[src/rtl/regfile_sb.sv]
// regfile_sb: register file with per-register pending-write (scoreboard) bits.
// Latency: reads combinational; writes/issues/busy_cnt update on rising clk edge.
// Backpressure: none; every wr_en/iss_en is accepted in the cycle presented.
//
// Ports:
//   clk, rst (async active-low)
//   rd_addr1/2 -> rd_data1/2, rd_busy1/2   two combinational read ports
//   wr_en, wr_addr, wr_data                writeback port (clears busy)
//   iss_en, iss_addr                       issue port (sets busy)
//   busy_cnt                               registered popcount of busy bits
//   dbg_addr -> dbg_data                   stored value, never bypassed
// Optional feature: define REGFILE_SB_BYPASS_EN for write-to-read bypass.
module regfile_sb #(
    parameter int WIDTH  = 32,
    parameter int DEPTH  = 32,
    parameter int ADDR_W = 5
) (
    input  logic              clk,
    input  logic              rst,
    input  logic [ADDR_W-1:0] rd_addr1,
    input  logic [ADDR_W-1:0] rd_addr2,
    output logic [WIDTH-1:0]  rd_data1,
    output logic [WIDTH-1:0]  rd_data2,
    output logic              rd_busy1,
    output logic              rd_busy2,
    input  logic              wr_en,
    input  logic [ADDR_W-1:0] wr_addr,
    input  logic [WIDTH-1:0]  wr_data,
    input  logic              iss_en,
    input  logic [ADDR_W-1:0] iss_addr,
    output logic [ADDR_W:0]   busy_cnt,
    input  logic [ADDR_W-1:0] dbg_addr,
    output logic [WIDTH-1:0]  dbg_data
);

    logic [WIDTH-1:0] r_mem [DEPTH];
    logic [DEPTH-1:0] r_busy;
    logic [ADDR_W:0]  r_busy_cnt;

    logic w_wr_act;
    logic w_iss_act;
    logic w_set;
    logic w_clr;

    // Register 0 is hardwired: writes and issues to it are dropped here.
    assign w_wr_act  = wr_en  && (wr_addr  != '0);
    assign w_iss_act = iss_en && (iss_addr != '0);

    // Counter tracks only real bit transitions. A write to the address being
    // issued on the same edge does not clear it (issue wins).
    assign w_set = w_iss_act && !r_busy[iss_addr];
    assign w_clr = w_wr_act && r_busy[wr_addr] &&
                   !(w_iss_act && (iss_addr == wr_addr));

    always_ff @(posedge clk or negedge rst) begin
        if (!rst) begin
            for (int i = 0; i < DEPTH; i++) begin
                r_mem[i] <= '0;
            end
            r_busy     <= '0;
            r_busy_cnt <= '0;
        end else begin
            if (w_wr_act) begin
                r_mem[wr_addr]  <= wr_data;
                r_busy[wr_addr] <= 1'b0;
            end
            // Placed after the write so a same-address issue overrides the clear.
            if (w_iss_act) begin
                r_busy[iss_addr] <= 1'b1;
            end
            r_busy_cnt <= r_busy_cnt + {{ADDR_W{1'b0}}, w_set}
                                     - {{ADDR_W{1'b0}}, w_clr};
        end
    end

    logic [WIDTH-1:0] w_st_data1;
    logic [WIDTH-1:0] w_st_data2;
    logic             w_st_busy1;
    logic             w_st_busy2;

    always_comb begin
        w_st_data1 = (rd_addr1 == '0) ? '0 : r_mem[rd_addr1];
        w_st_data2 = (rd_addr2 == '0) ? '0 : r_mem[rd_addr2];
        w_st_busy1 = (rd_addr1 == '0) ? 1'b0 : r_busy[rd_addr1];
        w_st_busy2 = (rd_addr2 == '0) ? 1'b0 : r_busy[rd_addr2];
        dbg_data   = (dbg_addr == '0) ? '0 : r_mem[dbg_addr];
    end

`ifdef REGFILE_SB_BYPASS_EN
    logic w_byp1;
    logic w_byp2;
    logic w_byp_busy;

    // Bypass is gated by rst so reads stay 0 while reset is held.
    assign w_byp1     = rst && w_wr_act && (wr_addr == rd_addr1);
    assign w_byp2     = rst && w_wr_act && (wr_addr == rd_addr2);
    assign w_byp_busy = w_iss_act && (iss_addr == wr_addr);

    always_comb begin
        rd_data1 = w_byp1 ? wr_data    : w_st_data1;
        rd_data2 = w_byp2 ? wr_data    : w_st_data2;
        rd_busy1 = w_byp1 ? w_byp_busy : w_st_busy1;
        rd_busy2 = w_byp2 ? w_byp_busy : w_st_busy2;
    end
`else
    always_comb begin
        rd_data1 = w_st_data1;
        rd_data2 = w_st_data2;
        rd_busy1 = w_st_busy1;
        rd_busy2 = w_st_busy2;
    end
`endif

    assign busy_cnt = r_busy_cnt;

endmodule

[config.mk]
export PLATFORM = sky130hd
export DESIGN_NAME = regfile_sb
export DESIGN_NICKNAME = d
export VERILOG_FILES = /design/src/rtl/regfile_sb.sv
export SDC_FILE = /design/constraint.sdc
export NUM_CORES = 2
export LEC_CHECK = 0
export ABC_CLOCK_PERIOD_IN_PS = 3600
export BUFFER_PORTS_ARGS = -buffer_cell sky130_fd_sc_hd__buf_2
export CAP_MARGIN = 10
export CORE_MARGIN = 3
export CORE_UTILIZATION = 57
export CTS_BUF_LIST = sky130_fd_sc_hd__clkbuf_16
export DETAILED_ROUTE_END_ITERATION = 10
export HOLD_SLACK_MARGIN = 0.1
export PLACE_DENSITY = 0.74
export SLEW_MARGIN = 5
export SYNTH_ARGS = -nofsm -noshare
export SYNTH_HDL_FRONTEND = slang
export SYNTH_SLANG_ARGS = --single-unit
[constraint.sdc]
create_clock -name clk -period 3.6 [get_ports clk]
set_input_delay 0.36 -clock clk [delete_from_list [all_inputs] [get_ports clk]]
set_output_delay 0.36 -clock clk [all_outputs]
set_load 0.02 [all_outputs]
# Word-level counts from Yosys, hierarchy flattened
# Cells that the tools add are included.
dict set report classes {
  addsub 2
  order_cmp 11
  eq_ne 1
  mux 31
  bitwise 7
  n_reduce_logical 16
}
# op n
set op_table {}
lappend op_table {{$bwmux W1024} 1}
lappend op_table {{$bmux W32 S5} 3}
lappend op_table {{$mux W32} 12}
lappend op_table {{$demux W32 S5} 1}
lappend op_table {{$and A32 B32 Y32} 1}
lappend op_table {{$not A32 Y32} 1}
lappend op_table {{$or A32 B32 Y32} 1}
lappend op_table {{$ge A6 B6 Y1 const B} 4}
lappend op_table {{$lt A5 B6 Y1 const B} 4}
lappend op_table {{$not A5 Y6} 4}
lappend op_table {{$bmux W1 S5} 4}
lappend op_table {{$logic_not A5 Y1} 3}
lappend op_table {{$demux W1 S5} 2}
lappend op_table {{$ge A5 B1 Y1 const B} 2}
lappend op_table {{$reduce_bool A5 Y1} 2}
lappend op_table {{$logic_and A1 B1 Y1} 9}
lappend op_table {{$mux W1} 8}
lappend op_table {{$add A6 B1 Y6} 1}
lappend op_table {{$lt A6 B1 Y1 const B} 1}
lappend op_table {{$sub A6 B1 Y6} 1}
lappend op_table {{$eq A5 B5 Y1} 1}
lappend op_table {{$logic_not A1 Y1} 2}
dict set report word_totals {
  register_bits 1062
  inputBits 61
  output_inout_bits 104
  elab_cells 102
}

# Longest topological paths before layout
dict set report depth {
  word_depth 9
  ltp_mapped 14
  depth_no_buf 13
}

# Worst setup path after synthesis
# Ideal clock, no wire load.
dict set report synth_timing {
  path_kind {reg-to-reg}
  startpoint {reg r_busy[19]}
  endpoint {reg r_busy_cnt[5], in the netlist busy_cnt[5]}
  setup_ps 87
  t_arrival_ps 2968
  required_time_ps 3513
  slack_ps 545
  stages_incl_launch_ff 12
  n_path_buf 0
  period_less_slack_ps 3055
  path_cell_list {dfrtp_1 mux4_2 and3b_1 or4_1 o22a_1 ha_1 inv_1 ha_1 a21o_1 a21o_1 a2111o_1 o211ai_1}
}
dict set report synth_between {
  elab_chain_cells 6
  word_cells_on_any_way 10
  cone_classes {2 x add/sub; 4 x mux; 4 x reduce/logical}
}
# element line
set synth_lines {}
lappend synth_lines {{start, declared} 37} ;# logic [DEPTH-1:0] r_busy;
lappend synth_lines {{start signal, assigned} 60} ;# r_busy <= '0;
lappend synth_lines {{start signal, assigned by index} 65} ;# r_busy[wr_addr] <= 1'b0;
lappend synth_lines {{start signal, assigned by index} 69} ;# r_busy[iss_addr] <= 1'b1;
lappend synth_lines {{$bmux W1 S5} 51} ;# assign w_set = w_iss_act && !r_busy[iss_addr];
lappend synth_lines {{$mux W1 (implied by the code)} 51}
lappend synth_lines {{$logic_not A1 Y1} 51}
lappend synth_lines {{$logic_and A1 B1 Y1} 51}
lappend synth_lines {{$add A6 B1 Y6} 71} ;# r_busy_cnt <= r_busy_cnt + {{ADDR_W{1'b0}}, w_set}
lappend synth_lines {{$sub A6 B1 Y6 *} 72} ;# - {{ADDR_W{1'b0}}, w_clr};
lappend synth_lines {{end signal, assigned} 71}
lappend synth_lines {{end, declared} 38} ;# logic [ADDR_W:0] r_busy_cnt;
# Mark *: on every way between the ends. The rest lies on a longest branch, timed or not. The select of a mux whose other input is x is not followed.
# A chain may end at the register's enable or synchronous reset.

# Worst setup path after layout
dict set report layout_timing {
  startpoint {reg r_mem[587] (netlist bit)}
  endpoint {out rd_data1[11]}
}
dict set report layout_between {
  elab_chain_cells 4
}
# element line
set layout_lines {}
lappend layout_lines {{start, declared} 36} ;# logic [WIDTH-1:0] r_mem [DEPTH];
lappend layout_lines {{start signal, assigned by index} 64} ;# r_mem[wr_addr] <= wr_data;
lappend layout_lines {{$bmux W32 S5} 82} ;# w_st_data1 = (rd_addr1 == '0) ? '0 : r_mem[rd_addr1];
lappend layout_lines {{$mux W32 (implied by the code) (2 in series)} 82}
lappend layout_lines {{$mux W32} 82}
lappend layout_lines {{end, declared} 22} ;# output logic [WIDTH-1:0] rd_data1,
# No other way between the ends. The select of a mux whose other input is x is not followed.

==> flow_summary.ini <==
[global_routing]
grt_pass1_vias = 46800
grt_max_degree = 106
grt.overflow.total = 0
grt_pass1_wl_mm = 327
grtUsageTotal_pct = 38.1
grt_antenna_before_repair = 24

[routing]
drt-pass1-iter-count = 6
drc_errors = 0
vias = 46600
first_iter_violations = 6219
totalWireLength_mm = 224
viasPerCell = 7.71
wl_per_cell_um = 37.1
ant_nets = 0

[cells_and_area]
synthToLayoutAreaGrowth_pct = 11.1
multi_input_area_um2 = 36300
fin_area_um2 = 72300
nets = 4509
seqCellArea_um2 = 26600
layout-drive-gt1-share_pct = 47.5
fillers = 8048

[clock_network]
cts_setup_buffers = 0
clock_latency_ps = 710
htree_num_levels = 3
clk_path_buf_depth = 3
clockRootBuffer = clkbuf_16
clk_pin_slew_ps = 60
cts_tree = built
cts_buffers = 114
clock-sinks = 1062

[floorplanning]
io_pins = 165
fp-row-count = 123
core_um2 = 113000
die_area_um2 = 118000
die_w_um = 344
die_h_um = 344
start_util_pct = 57.7

[yosys]
syn_nets = 4539
yosysWarnings = 0
ys_seq_area_share_pct = 40.9
synth.ff_latch_count = 1062
synth_cell_types = 57
syn_area_um2 = 65100
syn-instance-count = 4471
synth.avg_cell_area_um2 = 14.6
synth_edf_count = 0
synth-async-reset-ratio_pct = 100
synthFlopType = dfrtp_1

[critical_path]
end_kind = output port
crit_type = flip-flop to output port
worstPathRequired_ps = 3240
start_kind = flip-flop
cp.arrival_ps = 3020
cp_max_fo = 4

[sta]
setup_viol = 0
max_slew_margin_pct = 23.3
slew_violations = 0
fin_skew_ps = 5.84
fmax_mhz = 296
rsz0062_at_grt = no
hold_viol_final = 0
worst_slack_ps = 224
worstMarginPinSlew_ps = 1140
fin_crit_sh_pct = 93.8
period_needed_ps = 3380
setup_tns_ps = 0

[hold_path]
hold_class = input pin to flip-flop

[run_status]
outcome = finished, final reports clean

[pwr]
peakVddDrop_v = 0.000413
leakage_nw = 31.2
power.density_nw_per_um2 = 531

[placed_design]
dp_slack_ps = 172
dp.final_hpwl_mm = 136
dpl_cell_area_um2 = 68400
gp_congestion = 0.918
io_buffers = 164

[run]
max-cap-violations = 0
## cells by family after synthesis
group | synth area share (%)
muxes | 47.6
DFF | 40.9
buffers and inverters | 3.80
and+or+nand+nor | 2.91
AOI/OAI and AO/OA | 4.54
xor gates and xnor gates | 0.121
adders and majority gates | 0.146
## placed cells by master (no fill, tap or decap), types with 37 or more instances in the layout
cell type	count
mux4_2	732
and3_1	67
nor3_1	37
a22o_1	78
o2111ai_1	65
buf_4	149
buf_12	80
mux2_1	182
buf_2	152
clkbuf_16	118
mux2i_1	333
o22ai_1	59
a21oi_1	68
nand2_1	204
a2111oi_0	37
mux2_2	810
dfrtp_1	1062
## repair_timing
item / 4_1_cts / 5_1_grt
resized for setup: 0 / 0
hold endpoints to repair: 57 / 0
hold buffers: 1 / 0
## worst max-delay path, stage by stage (launching register included)
cell	delay (ps)
dfrtp_1	410
mux4_2	470
a22o_1	260
a2111oi_0	680
buf_4	220
nor3_1	70
buf_2	200
## report_power, final
group | internal, mW | switching [mW] | total (mW)
combinational | 5.60 | 4.19 | 9.79
sequential | 14.2 | 2.34 | 16.6
clock | 6.95 | 5.04 | 12.0
## stage by stage
step,utilization (%),cells,power [mW],hold WS [ps]
2_1_floorplan,-,4471,23.1,64.4
3_3_place_gp,60.7,5824,25.8,397
3_5_place_dp,60.7,5824,26.2,404
4_1_cts,64.0,6025,38.2,108
5_1_grt,64.0,6030,39.7,177
6_report,64.1,6042,38.4,133
## final timing paths
path                              from      endpoint  slack (ps)  cells after the start
setup / recovery            r_mem[587]  rd_data1[11]         220                      6
hold / removal                  iss_en    r_busy[28]         130                      3
setup reg to reg            r_busy[19]   busy_cnt[4]         280                     13
hold reg to reg            r_mem[1000]   r_mem[1000]         420                      0
max in group asynchronous          rst     r_mem[28]        2260                      4
min in group asynchronous          rst    r_mem[628]         250                      2
## area by class of cell
| class | count | share of cell area, % |
|---|---|---|
| clock buffers | 118 | 4.09 |
| well taps | 1500 | 2.60 |
| clock inverters | 82 | 1.11 |
| flip-flops and latches | 1062 | 36.8 |
| inverters | 10 | 0.0519 |
| diodes | 17 | 0.0589 |
| multi-input cells | 2861 | 50.3 |
| repair buffers | 392 | 5.03 |
## routing by layer
metal  up-vias  wire length, um  GRT usage, %
met5         -               58             0
met4        10            14000          21.3
met3       839            29900          12.8
met2      3533            99000          55.2
met1     24500            81000          50.9
li1      17700                -             -
## flip-flops by register name, summed over array words and instances (netlist names)
name      cells
busy_cnt      6
r_busy       32
r_mem      1024
## Yosys cell counts (all sizes together), types with 9 or more instances
cell type | number | area share (%)
a2111oi | 58 | 0.86
a21oi | 68 | 0.52
a22o | 78 | 1.1
and3 | 67 | 0.64
buf | 268 | 2.2
clkbuf | 270 | 1.6
dfrtp | 1062 | 41
inv | 10 | 0.058
mux2 | 992 | 17
mux2i | 333 | 5.1
mux4 | 732 | 25
nand2 | 223 | 1.3
nor2 | 23 | 0.13
nor2b | 9 | 0.087
nor3 | 38 | 0.29
o2111ai | 65 | 0.88
o21ai | 24 | 0.18
o22ai | 59 | 0.57
Power figures use the tool's default switching activity.
